[config.mk]
export PLATFORM = sky130hd
export DESIGN_NAME = usb_cmd_decoder
export DESIGN_NICKNAME = d
export VERILOG_FILES = /design/src/rtl/usb_cmd_decoder.sv
export SDC_FILE = /design/constraint.sdc
export NUM_CORES = 2
export LEC_CHECK = 0
export BUFFER_PORTS_ARGS = -buffer_cell sky130_fd_sc_hd__buf_2
export CAP_MARGIN = 10
export CORE_ASPECT_RATIO = 0.75
export CORE_MARGIN = 2
export CORE_UTILIZATION = 45
export CTS_CLUSTER_DIAMETER = 150
export DETAILED_ROUTE_END_ITERATION = 8
export PLACE_DENSITY = 0.71
export SETUP_SLACK_MARGIN = 0.4
export SYNTH_ARGS = -nofsm -noshare
export SYNTH_HDL_FRONTEND = slang
export SYNTH_SLANG_ARGS = --single-unit
[constraint.sdc]
create_clock -name clk -period 3.2 [get_ports clk]
set_input_delay 0.8 -clock clk [delete_from_list [all_inputs] [get_ports clk]]
set_output_delay 0.8 -clock clk [all_outputs]
set_load 0.005 [all_outputs]
[src/rtl/usb_cmd_decoder.sv]
// usb_cmd_decoder: assembles 8-byte host commands from the FTDI RX
// byte stream, drives a bank of 32-bit control registers and returns
// one-word responses on the 32-bit TX stream.
// Ports:
//   clk, rst                           clock, sync active-high reset
//   i_tvalid/i_tready/i_tdata[7:0]     RX byte stream in
//   o_tvalid/o_tready/o_tdata[31:0]    TX response word out
//   o_tkeep[3:0], o_tlast              all ones / one whenever o_tvalid
//   reg_out[NREG*32-1:0]               register k at [32k+31:32k]
//   wr_pulse[NREG-1:0]                 one-cycle write strobe per register
module usb_cmd_decoder #(
  parameter int NREG    = 16,
  parameter int TIMEOUT = 1000000
) (
  input  logic                 clk,
  input  logic                 rst,
  output logic                 i_tready,
  input  logic                 i_tvalid,
  input  logic [7:0]           i_tdata,
  input  logic                 o_tready,
  output logic                 o_tvalid,
  output logic [31:0]          o_tdata,
  output logic [3:0]           o_tkeep,
  output logic                 o_tlast,
  output logic [NREG*32-1:0]   reg_out,
  output logic [NREG-1:0]      wr_pulse
);

  localparam int CW = $clog2(TIMEOUT);
  localparam logic [CW-1:0] TMAX = CW'(TIMEOUT - 1);

  typedef enum logic {COLLECT, RESP} state_e;

  state_e              state_q, state_d;
  logic [2:0]          idx_q, idx_d;
  logic [CW-1:0]       cnt_q, cnt_d;
  logic [7:0]          op_q, op_d;
  logic [7:0]          addr_q, addr_d;
  logic [23:0]         dlo_q, dlo_d;
  logic [NREG*32-1:0]  regs_q, regs_d;
  logic [NREG-1:0]     pulse_q, pulse_d;
  logic                vld_q, vld_d;
  logic [31:0]         rsp_q, rsp_d;
  logic                rdy_q, rdy_d;

  logic                hs;
  logic [31:0]         data;
  logic [31:0]         rd;

  // Byte 7 is not stored: the command decodes as it arrives.
  always_comb begin
    hs   = i_tvalid & rdy_q;
    data = {i_tdata, dlo_q};
    rd   = '0;
    for (int k = 0; k < NREG; k++) begin
      if (addr_q == 8'(k)) rd = regs_q[32*k +: 32];
    end

    state_d = state_q;
    idx_d   = idx_q;
    cnt_d   = cnt_q;
    op_d    = op_q;
    addr_d  = addr_q;
    dlo_d   = dlo_q;
    regs_d  = regs_q;
    pulse_d = '0;
    vld_d   = vld_q;
    rsp_d   = rsp_q;

    unique case (state_q)
      COLLECT: begin
        if (hs) begin
          idx_d = idx_q + 3'd1;
          cnt_d = '0;
          case (idx_q)
            3'd0: op_d = i_tdata;
            3'd1: addr_d = i_tdata;
            3'd4: dlo_d[7:0] = i_tdata;
            3'd5: dlo_d[15:8] = i_tdata;
            3'd6: dlo_d[23:16] = i_tdata;
            3'd7: begin
              case (op_q)
                8'h01: begin
                  for (int k = 0; k < NREG; k++) begin
                    if (addr_q == 8'(k)) begin
                      regs_d[32*k +: 32] = data;
                      pulse_d[k] = 1'b1;
                    end
                  end
                end
                8'h02: begin
                  rsp_d   = rd;
                  vld_d   = 1'b1;
                  state_d = RESP;
                end
                8'h03: begin
                  rsp_d   = data;
                  vld_d   = 1'b1;
                  state_d = RESP;
                end
                default: begin
                  rsp_d   = {16'h0000, op_q, 8'hEE};
                  vld_d   = 1'b1;
                  state_d = RESP;
                end
              endcase
            end
            default: ;
          endcase
        end else if (idx_q != 3'd0) begin
          if (cnt_q == TMAX) begin
            idx_d = '0;
            cnt_d = '0;
          end else begin
            cnt_d = cnt_q + 1'b1;
          end
        end else begin
          cnt_d = '0;
        end
      end
      RESP: begin
        cnt_d = '0;
        if (o_tready) begin
          vld_d   = 1'b0;
          state_d = COLLECT;
        end
      end
      default: state_d = COLLECT;
    endcase

    rdy_d = (state_d == COLLECT);
  end

  always_ff @(posedge clk) begin
    if (rst) begin
      state_q <= COLLECT;
      idx_q   <= '0;
      cnt_q   <= '0;
      op_q    <= '0;
      addr_q  <= '0;
      dlo_q   <= '0;
      regs_q  <= '0;
      pulse_q <= '0;
      vld_q   <= 1'b0;
      rsp_q   <= '0;
      rdy_q   <= 1'b0;
    end else begin
      state_q <= state_d;
      idx_q   <= idx_d;
      cnt_q   <= cnt_d;
      op_q    <= op_d;
      addr_q  <= addr_d;
      dlo_q   <= dlo_d;
      regs_q  <= regs_d;
      pulse_q <= pulse_d;
      vld_q   <= vld_d;
      rsp_q   <= rsp_d;
      rdy_q   <= rdy_d;
    end
  end

  assign i_tready = rdy_q;
  assign o_tvalid = vld_q;
  assign o_tdata  = rsp_q;
  assign o_tkeep  = {4{vld_q}};
  assign o_tlast  = vld_q;
  assign reg_out  = regs_q;
  assign wr_pulse = pulse_q;

endmodule

# Word-level counts from Yosys, hierarchy flattened
# Index checks and enable logic that the tools add are counted.
# word_totals
input_bits	12
output_inout_bits	567
wordCells	144
register_bits	626
# classes
reduce_logical	30
eq_ne	28
n_mux	50
n_bitwise	6
addsub	2
# ops
op	count
two-way mux 32 bit	16
one-hot mux 32 bit (3 select lines)	1
AND reduction 5 bit	16
== test 8 x 4 -> 1 bit, second input constant	8
two-way mux 20 bit	3
one-hot mux 20 bit (2 select lines)	1
== test 8 x 2 -> 1 bit, second input constant	4
== test 8 x 3 -> 1 bit, second input constant	4
two-way mux 1 bit	24
adder 20 x 1 -> 20 bit, second input constant	1
== test 20 bit, second input constant	1
AND reduction 3 bit	6
== test 8 x 1 -> 1 bit, second input constant	2
== test 3 bit, second input constant	4
two-way mux 3 bit	3
zero test 8 bit	1
AND reduction 4 bit	2
!= test 2 bit, second input constant	3
inverter 1 bit	5
OR reduction 5 bit	1
one-hot mux 1 bit (2 select lines)	2
nonzero test 2 bit	2
adder 3 x 1 -> 3 bit, second input constant	1
== test 3 x 1 -> 1 bit, second input constant	1
other kinds (4)	4

# Logic depth before layout (Yosys ltp)
# logic_depth
ltp_word	18
depth_mapped	11
mapped_depth_nobuf	8

# Least setup slack after synthesis
# No wires, ideal clock.
# synth_path
kind	input port to flip-flop
start	input i_tvalid
end	register regs_q[321] (netlist: reg_out[321])
arrival_ns	2.167
cell_stages	8
setup_slack_ns	0.901
required_time_ns	3.068
setup_ns	0.132
n_path_buf	3
cell_sequence	and4b_1 buf_2 and4_1 buf_1 nand3_1 clkbuf_1 nand2_1 a21oi_1
# synth_via
elab_chain_len	2
# synth_lines
element	line_no	text
start, declared	18	input logic i_tvalid,
bitwise AND 1 bit	52	hs = i_tvalid & rdy_q;
AND reduction 5 bit (no source line)	-	
end signal, assigned	154	regs_q <= regs_d;
end, declared	40	logic [NREG*32-1:0] regs_q, regs_d;
# No other way between the ends.
# A chain may end at the register's enable or synchronous reset.

# Worst setup path in the final report
# layout_path
start	register addr_q[5]
end	register rsp_q[13] (netlist: o_tdata[13])
# layout_via
elab_chain_len	18
elab_cells_between_ends	33
classes_between	15 x eq/ne; 17 x mux; 1 x reduce/logical
# layout_lines
element	line_no	text
start, declared	38	logic [7:0] addr_q, addr_d;
start signal, assigned	152	addr_q <= addr_d;
zero test 8 bit	56	if (addr_q == 8'(k)) rd = regs_q[32*k +: 32];
two-way mux 32 bit (15 in series)	56	
two-way mux 32 bit (*)	56	
one-hot mux 32 bit (3 select lines) (*)	82	case (op_q)
end signal, assigned	157	rsp_q <= rsp_d;
end, declared	43	logic [31:0] rsp_q, rsp_d;
# Mark *: on every way between the ends. The rest lies on a longest branch, timed or not.

==> flow_metrics.env <==
export IMPL_place_ws_ns=0.338
export IMPL_p_leak_nw=13.2
export IMPL_fillers=5814
export IMPL_synth_top_area_share_pct=45.2
export IMPL_die_x_um=291
export IMPL_grt_overflow=0
export IMPL_netlist_area_um2=27800
export IMPL_synth_area_leaders="dfxtp_1 (45%), nand2_1 (16%), a21oi_1 (12%)"
export IMPL_hold_class="reg2reg"
export IMPL_initial_core_util_pct=45.7
export IMPL_cts_sinks=626
export IMPL_worst_pin_slew_ns=1.10
export IMPL_fmax_ghz=0.350
export IMPL_status="complete, no violations"
export IMPL_grt_pass1_wl_mm=193
export IMPL_gp_congestion=0.982
export IMPL_hold_violations=0
export IMPL_irDropWorstVdd_uv=461
export IMPL_dieArea_um2=63700
export IMPL_wl_met1_mm=49.3
export IMPL_routed_wl_mm=135
export IMPL_yosysSeqAreaShare_pct=45.2
export IMPL_critPathCaptureType="flop"
export IMPL_yosysWarnings=0
export IMPL_top_layer="met5"
export IMPL_fin_nets=4143
export IMPL_rows=78
export IMPL_routed_via_density=6.17
export IMPL_max_cap_violations=0
export IMPL_fin_crit_sh_pct=89.4
export IMPL_drc=0
export IMPL_grt_pass1_vias=28300
export IMPL_ys_ff_latch=626
export IMPL_met3_length_mm=19.2
export IMPL_syn_to_final_growth_pct=22.4
export IMPL_fin_crit_ns=2.86
export IMPL_dr_pass1_iters=6
export IMPL_grt_max_degree=139
export IMPL_antenna_found_initial=5
export IMPL_relSlewSlack_pct=26.6
export IMPL_drt_iter0_drc=4874
export IMPL_postSynth_asyncResetShare_pct=0
export IMPL_die_height_um=219
export IMPL_postSynthAreaPerCell_um2=7.53
export IMPL_path_clk_slew_ns=0.06
export IMPL_numCtsBuffers=61
export IMPL_power_density_nw_per_um2=483
export IMPL_synth_nets=3702
export IMPL_dr_wl_met2_mm=58.3
export IMPL_cts_root_buf="clkbuf_16"
export IMPL_multi_input_area_um2=13700
export IMPL_postCtsHoldBufs=0
export IMPL_cts_htree_levels=2
export IMPL_port_buffer_count=578
export IMPL_crit_type="reg2reg"
export IMPL_synth_cell_types=89
export IMPL_rsz0062_at_grt="true"
export IMPL_clock_latency_ns=0.65
export IMPL_cts_tree="built"
export IMPL_setup_violations=0
export IMPL_place_hpwl_mm=95.0
export IMPL_ant_nets=0
export IMPL_cp_arrival_ns=3.39
export IMPL_wl_per_cell_um=27.1
export IMPL_drive_gt1_share_pct=22.5
export IMPL_cp_required_ns=3.73
export IMPL_synth_edff_count=0
export IMPL_fin_skew_ns=0.0336
export IMPL_cts_buffer_depth=3
export IMPL_top_level_ports=579
export IMPL_regArea_um2=12500
export IMPL_critPathLaunchType="flop"
export IMPL_grt_usage_pct=40.4
export IMPL_synth_top_area_cell="dfxtp_1"
export IMPL_slew_viol_final=0
export IMPL_vias=30700
export IMPL_finalWorstSetupSlack_ns=0.340
export IMPL_syn_inst=3684
export IMPL_crit_path_max_fanout=17
export IMPL_tns_ns=0
export IMPL_synth_ff_type="dfxtp_1"
export IMPL_core_area_um2=60700
[logic make-up after synthesis]
logic type	share of synthesized area (%)
fa+ha+maj	0.271
buf+inv	6.00
simple gates	23.5
flops	45.2
xor+xnor	0.568
mux	3.25
compound gates	21.3
[state kept, by name, indices dropped and copies added, names as in the netlist]
register and flops:
op_q 8, wr_pulse 16, state_q 1, o_tdata 32, addr_q 8, reg_out 512, idx_q 3, o_tlast 1
dlo_q 24, cnt_q 20, i_tready 1
[worst paths after layout]
kind	startpoint	endpoint	slack, ns	cells after the start
worst max-delay path	addr_q[5]$_SDFFE_PP0P_	o_tdata[13]$_SDFFE_PP0P_	0.34	6
worst min-delay path	reg_out[61]$_SDFFE_PP0P_	reg_out[61]$_SDFFE_PP0P_	0.46	2
worst min register to register	reg_out[61]$_SDFFE_PP0P_	reg_out[61]$_SDFFE_PP0P_	0.46	2
worst max register to register	addr_q[5]$_SDFFE_PP0P_	o_tdata[13]$_SDFFE_PP0P_	0.34	6
[power by group]
part	internal, mW	total [mW]	switching, mW
clock network	4.69	8.00	3.31
logic	0.138	0.608	0.470
registers	7.80	7.81	0.0159
total	12.6	16.4	3.80
[per-stage QoR]
stage          power [mW]  cells  utilization (%)  hold slack [ns]  instance area, um^2
2_1_floorplan        8.32   3684                -            0.430                27800
3_3_place_gp         8.54   4856             52.1            0.448                31600
3_5_place_dp         8.54   4856             52.1            0.453                31600
4_1_cts              16.4   4969             55.8            0.448                33900
5_1_grt              16.8   4977             56.0            0.478                34000
6_report             16.4   4978             56.0            0.461                34000
[cell usage in the layout (no fill, tap or decap), types with 10 or more instances in the layout]
| cell | synthesis | final |
|---|---|---|
| clkbuf_16 | 0 | 63 |
| nand3_1 | 48 | 45 |
| a211oi_1 | 20 | 20 |
| mux2i_1 | 63 | 63 |
| a2111oi_0 | 14 | 14 |
| inv_1 | 19 | 18 |
| o21ai_0 | 95 | 95 |
| a21oi_1 | 642 | 642 |
| nor4_1 | 21 | 21 |
| buf_2 | 85 | 577 |
| mux2_2 | 12 | 12 |
| nand4_1 | 10 | 10 |
| a21boi_1 | 9 | 10 |
| nor3_1 | 23 | 22 |
| nand2b_1 | 25 | 22 |
| a22oi_1 | 34 | 34 |
| buf_12 | 0 | 26 |
| nand2_1 | 1153 | 1150 |
| o221ai_1 | 22 | 22 |
| buf_4 | 25 | 132 |
| nor3_4 | 2 | 10 |
| o22ai_1 | 55 | 55 |
| a31oi_1 | 13 | 12 |
| nor2b_1 | 16 | 14 |
| dfxtp_1 | 626 | 622 |
| nor2_1 | 193 | 187 |
| clkbuf_8 | 0 | 20 |
| a221oi_1 | 27 | 27 |
[Yosys cell counts (all sizes together), types with 27 or more instances]
library cell  number
nand2           1153
a21oi            643
dfxtp            626
clkbuf           234
nor2             204
buf              126
o21ai            104
mux2i             63
o22ai             55
nand3             49
nor3              36
a22oi             34
a221oi            28
a2111oi           27
[final cells by class]
type	count	area share (%)
Timing Repair Buffer	737	13.0
Inverter	20	0.221
Tap cell	800	2.95
Clock buffer	91	5.54
Clock inverter	22	0.965
Antenna cell	3	0.0221
Sequential cell	626	36.9
Multi-Input combinational cell	2679	40.4
[timing repair]
item | CTS | global route
endpoints found under the setup margin | 1 | 240
resized for setup | 1 | 7
cloned | 0 | 1
pin swaps | 0 | 3
buffers inserted | 0 | 5
endpoints found under the hold margin | 0 | 0
[worst max-delay path, stage by stage, from the launching register on]
cell and delay [ns]:
dfxtp_1 0.37, or4_4 0.72, nor2_8 0.45, a221oi_1 0.22, o221ai_2 0.36, o21ai_1 0.20, a2111oi_2 0.40
[per-layer routing]
| layer | GRT usage [%] | vias to the layer above |
|---|---|---|
| met5 | 0 | - |
| met2 | 61.9 | 2357 |
| met4 | 21.0 | 4 |
| met3 | 13.7 | 521 |
| met1 | 50.7 | 14400 |
| li1 | - | 13400 |
Note: power is estimated with default switching activity, not from simulation.
